File: src/rtl/rdoq_scan_pkg.sv
// Shared types for the RDOQ coefficient-group scan sequencer.
// Holds the CG grid size limit, index/position types and the block size helper.
package rdoq_scan_pkg;

  localparam int MAX_CG = 64;

  typedef logic [1:0] log2_grp_t;
  typedef logic [5:0] cg_idx_t;
  typedef logic [6:0] cg_pos_t;

  typedef enum logic [1:0] {
    IDLE  = 2'd0,
    RUN   = 2'd1,
    DRAIN = 2'd2
  } cgseq_state_e;

  // Number of CGs in a block, saturated to the largest supported grid.
  function automatic logic [6:0] num_cg_f(input log2_grp_t lw, input log2_grp_t lh);
    logic [2:0] sum;
    sum = {1'b0, lw} + {1'b0, lh};
    if (sum >= 3'd6) return 7'(MAX_CG);
    return 7'd1 << sum;
  endfunction

endpackage

File: src/rtl/cg_scan_sequencer.sv
// Walks the CG scan order of one transform block, addressing the shared CG ROM
// and streaming one captured CG position per cycle over a valid/ready interface.
module cg_scan_sequencer
  import rdoq_scan_pkg::*;
(
  input  logic       clk,
  input  logic       rst,
  input  logic       start,
  input  logic       abort,
  input  logic       reverse,
  input  logic [1:0] log2_w_grp,
  input  logic [1:0] log2_h_grp,
  input  logic [5:0] last_idx,
  output logic [1:0] rom_lw,
  output logic [1:0] rom_lh,
  output logic [5:0] rom_addr,
  input  logic [6:0] rom_data,
  output logic       out_valid,
  input  logic       out_ready,
  output logic [6:0] out_cg_pos,
  output logic [5:0] out_scan_idx,
  output logic       out_last,
  output logic       busy,
  output logic       done,
  output logic       clamp_err
);

  cgseq_state_e state, next_state;

  cg_idx_t idx;
  cg_idx_t eff_last;
  logic    rev;

  logic       start_ok;
  logic       load;
  logic       handshake;
  logic       at_end;
  cg_idx_t    end_idx;
  logic [6:0] num_cg_in;
  logic [6:0] num_cg_m1;
  logic       clamp_in;
  cg_idx_t    eff_in;

  assign rom_addr = idx;
  assign busy     = (state != IDLE);

  always_comb begin
    num_cg_in = num_cg_f(log2_w_grp, log2_h_grp);
    num_cg_m1 = num_cg_in - 7'd1;
    clamp_in  = ({1'b0, last_idx} >= num_cg_in);
    eff_in    = clamp_in ? num_cg_m1[5:0] : last_idx;
  end

  always_ff @(posedge clk) begin
    if (rst) state <= IDLE;
    else     state <= next_state;
  end

  // Abort overrides everything, including a pending start or handshake.
  always_comb begin
    next_state = state;
    start_ok   = 1'b0;
    load       = 1'b0;
    handshake  = out_valid && out_ready;
    end_idx    = rev ? 6'd0 : eff_last;
    at_end     = (idx == end_idx);
    if (abort) begin
      next_state = IDLE;
    end else begin
      case (state)
        IDLE: begin
          if (start) begin
            start_ok   = 1'b1;
            next_state = RUN;
          end
        end
        RUN: begin
          load = !out_valid || out_ready;
          if (load && at_end) next_state = DRAIN;
        end
        DRAIN: begin
          if (handshake) next_state = IDLE;
        end
        default: next_state = IDLE;
      endcase
    end
  end

  always_ff @(posedge clk) begin
    if (rst) begin
      idx          <= '0;
      eff_last     <= '0;
      rev          <= 1'b0;
      rom_lw       <= '0;
      rom_lh       <= '0;
      out_valid    <= 1'b0;
      out_cg_pos   <= '0;
      out_scan_idx <= '0;
      out_last     <= 1'b0;
      done         <= 1'b0;
      clamp_err    <= 1'b0;
    end else if (abort) begin
      out_valid <= 1'b0;
      out_last  <= 1'b0;
      done      <= 1'b0;
      clamp_err <= 1'b0;
    end else begin
      done <= 1'b0;
      if (start_ok) begin
        rom_lw    <= log2_w_grp;
        rom_lh    <= log2_h_grp;
        rev       <= reverse;
        eff_last  <= eff_in;
        idx       <= reverse ? eff_in : 6'd0;
        clamp_err <= clamp_in;
      end
      // Stepping stops at the end index, so idx never wraps.
      if (load) begin
        out_cg_pos   <= rom_data;
        out_scan_idx <= idx;
        out_valid    <= 1'b1;
        out_last     <= at_end;
        if (!at_end) idx <= rev ? idx - 6'd1 : idx + 6'd1;
      end
      if (state == DRAIN && handshake) begin
        out_valid <= 1'b0;
        out_last  <= 1'b0;
        done      <= 1'b1;
      end
    end
  end

endmodule

File: config.mk
export PLATFORM = sky130hd
export DESIGN_NAME = cg_scan_sequencer
export DESIGN_NICKNAME = d
export VERILOG_FILES = /design/src/rtl/rdoq_scan_pkg.sv /design/src/rtl/cg_scan_sequencer.sv
export SDC_FILE = /design/constraint.sdc
export NUM_CORES = 1
export LEC_CHECK = 0
export CAP_MARGIN = 20
export CORE_MARGIN = 10
export CORE_UTILIZATION = 30
export CTS_CLUSTER_DIAMETER = 80
export DETAILED_ROUTE_END_ITERATION = 12
export GPL_TIMING_DRIVEN = 1
export HOLD_SLACK_MARGIN = 0.06
export PLACE_DENSITY = 0.54
export SYNTH_ARGS = -nofsm -noshare
export SYNTH_HDL_FRONTEND = slang
export SYNTH_SLANG_ARGS = --single-unit
File: constraint.sdc
create_clock -name clk -period 5.04 [get_ports clk]
set_clock_uncertainty 0.2 [all_clocks]
set_input_delay 1.512 -clock clk [delete_from_list [all_inputs] [get_ports clk]]
set_output_delay 1.512 -clock clk [all_outputs]
set_load 0.02 [all_outputs]
==> results.tsv <==
metric	value	unit
final antenna-violating net count	0	
Crit Path Max Fanout	13	
Critical-path top delay cell	fa_1	
initial antenna violation count	0	
most common cell after layout, fill and taps aside	nand2_1	
vias in the first global route	1882	
Final nets	339	
Die ar.	10540	um2
Post-synth top flop	dfxtp_1	
peak supply drop	0.0001257	V
run status	finished, final reports clean	
Final min period	4.597	ns
WHS	0.2553	ns
max-cap violations	0	
relative slew slack	0.5919	
RSZ-0062 raised after global routing	false	
worst r2r src	rev$_SDFFE_PP0P_	
core area	6719	um2
top post-synthesis cells by area	dfxtp_1 35%, nand2_1 9.5%, ha_1 7.3%	
WHS Path Cells	2	
total wire length	5.612	mm
CTS clk-pin slew, worst paths	0.07	ns
count of cell types in the netlist	50	
DIE WIDTH	102.7	um
largest net degree at the start of global routing	20	
share of cells above drive strength 1	0.06931	
Post-Route Setup TNS	0	ns
I/O Buffers	50	
Wirelength per Cell	14.65	um
sequential element share of the synthesized area	0.3516	
Startpoint Class	input port	
Starting Density	0.3050	
share of flip-flops with an asynchronous set or reset	0	
Sink Count	36	
gr ovfl total	0	
io pins	51	
post-CTS setup buffers	0	
Worst-Skew Late Latency	0.29	ns
PD cells	264.8	nW/um2
post-layout util	0.4080	
total global-route track usage	0.1111	
#FFs+latches synth	36	
number of synthesized flops with an enable pin	0	
worst hold-check path type	register to register	
CTS buffer count	5	
area fraction of the dominant cell type after synthesis	0.3516	
Worst R2R Setup Slack	2.74	ns
Req. time, crit path	5.03	ns
filler instances	700	
final-report hold violation count	0	
drc violations	0	
fmax	217.5	MHz
CP arrival	4.59	ns
Mapped Avg Cell Area	8.069	um2
worst-case reg-to-reg path depth	6	
hpwl dp	4.277	mm
CTS Hold Bufs	0	
Critical Path Most Common Cell	ha_1	
YS warnings	0	
critical path's largest stage delay	0.53	ns
worst hold start	out_cg_pos[2]$_SDFFE_PP0P_	
Via density	5.003	
Cell Area, Synth	2049	um2
Slew Limit Fails	0	
r2r endpoint	rom_addr[1]$_SDFFE_PP0N_	
Total Power	0.7259	mW
Detailed Route Iter0 Violations	108	
CP endpoint kind	register	
Synthesized Nets	291	
crit-path leading delay family	adder cells	
LEAKAGE	1.002	nW
sequence of cells on the critical path	clkdlybuf4s50_1 -> ha_1 -> fa_1 -> or3b_1 -> ha_1 -> a21o_1 -> a31oi_1 -> a2bb2oi_1 -> buf_4 -> mux2i_1 -> o22ai_1 -> o21a_1	
first-pass GRT wire length	9.328	mm
GPL Wtd Cong	0.8341	
die height	102.7	um
Hold Path End	out_cg_pos[2]$_SDFFE_PP0P_	
CTS max path bufs	2	
CTS resizes	0	
vias	1916	
actual slew at the worst max-slew pin	0.6102	ns
Setup-failing EPs final	0	
diodes inserted	0	
area leader, netlist	dfxtp_1	
instance count of the mapped netlist	254	
root buf cell	clkbuf_8	
post-route clock period utilization	0.9121	
area delta synth->final	33.76	%
WP depth	12	
H-tree level count	2	
site row count	30	
CP Class	input port to register	
Pre-Repair DR Iteration Count	6	
Buf/Inv on CP	2	
most frequent cells in the layout	52 x nand2_1, 50 x clkdlybuf4s50_1, 36 x dfxtp_1, 26 x a21oi_1, 17 x nor2_1	
CTS tree	yes	
-- kinds of logic after synthesis --
kind of cell	synth area share
adder cells (fa/ha/maj)	0.09279
AND/OR/NAND/NOR	0.2314
AO/OA/AOI/OAI	0.2015
buffers and inverters	0.05067
multiplexers	0.04212
XOR/XNOR	0.02992
flip-flops	0.3516
-- layout make-up --
| type | count | area, um2 | area share |
|---|---|---|---|
| clock buffers | 6 | 72.57 | 0.02647 |
| clock inverters | 2 | 35.03 | 0.01278 |
| inverters | 10 | 37.54 | 0.01369 |
| multi-input cells | 193 | 1230 | 0.4487 |
| flip-flops and latches | 36 | 720.7 | 0.2629 |
| well taps | 80 | 100.1 | 0.03651 |
| repair buffers | 56 | 545.5 | 0.1990 |
-- registers in the layout, indices dropped and copies added (netlist names) --
| register | count |
|---|---|
| rev | 1 |
| eff_last | 6 |
| out_last | 1 |
| rom_addr | 6 |
| out_scan_idx | 6 |
| rom_lh | 2 |
| out_cg_pos | 7 |
| state | 2 |
| done | 1 |
| rom_lw | 2 |
| clamp_err | 1 |
| out_valid | 1 |
-- report_power, final --
group / switching, mW / internal (mW)
Combinational: 0.0844 / 0.0782
Clock: 0.108 / 0.147
Sequential: 0.0130 / 0.295
-- through the flow --
step	std cells	setup slack (ns)	area [um2]
final	383	0.4430	2741
after global routing	383	0.2380	2741
after CTS	383	0.4299	2741
after detailed placement	375	0.1105	2634
after global placement	375	0.1785	2634
after floorplan	254	0.5242	2049
-- routing by layer --
metal	track usage	routed length (um)	vias up	share of wire
li1	-	-	984	-
met1	0.1309	2546	884	0.45
met2	0.1820	2628	40	0.47
met3	0.04558	384	8	0.068
met4	0.02928	53	0	0.0094
met5	0	0	-	0
-- how the worst max path moves through the flow --
stage,start,endpoint
finish,log2_w_grp[0],rom_addr[3]$_SDFFE_PP0N_
global route,log2_w_grp[0],rom_addr[3]$_SDFFE_PP0N_
CTS,log2_w_grp[0],rom_addr[3]$_SDFFE_PP0N_
detailed placement,log2_w_grp[0],rom_addr[3]$_SDFFE_PP0N_
global placement,log2_w_grp[0],rom_addr[3]$_SDFFE_PP0N_
floorplan,log2_w_grp[0],eff_last[0]$_SDFFE_PP0P_
-- Yosys cell counts, types with 3 or more instances --
| cell | number |
|---|---|
| a211oi_1 | 4 |
| a21o_1 | 5 |
| a21oi_1 | 26 |
| a32oi_1 | 3 |
| clkbuf_1 | 11 |
| dfxtp_1 | 36 |
| ha_1 | 12 |
| inv_1 | 8 |
| mux2i_1 | 6 |
| nand2_1 | 52 |
| nand2b_1 | 5 |
| nand3b_1 | 4 |
| nor2_1 | 17 |
| nor3_1 | 3 |
| o21ai_0 | 3 |
| o21ai_1 | 3 |
| o22ai_1 | 4 |
| or3_1 | 3 |
| xnor2_1 | 5 |
-- worst reg2reg max path, delay by kind of cell (launching register included) --
| family | cells | cell delay, ns |
|---|---|---|
| flip-flops | 1 | 0.44 |
| AND/OR/NAND/NOR | 2 | 0.30 |
| AO/OA/AOI/OAI | 4 | 1.31 |
Power figures use the tool's default switching activity.
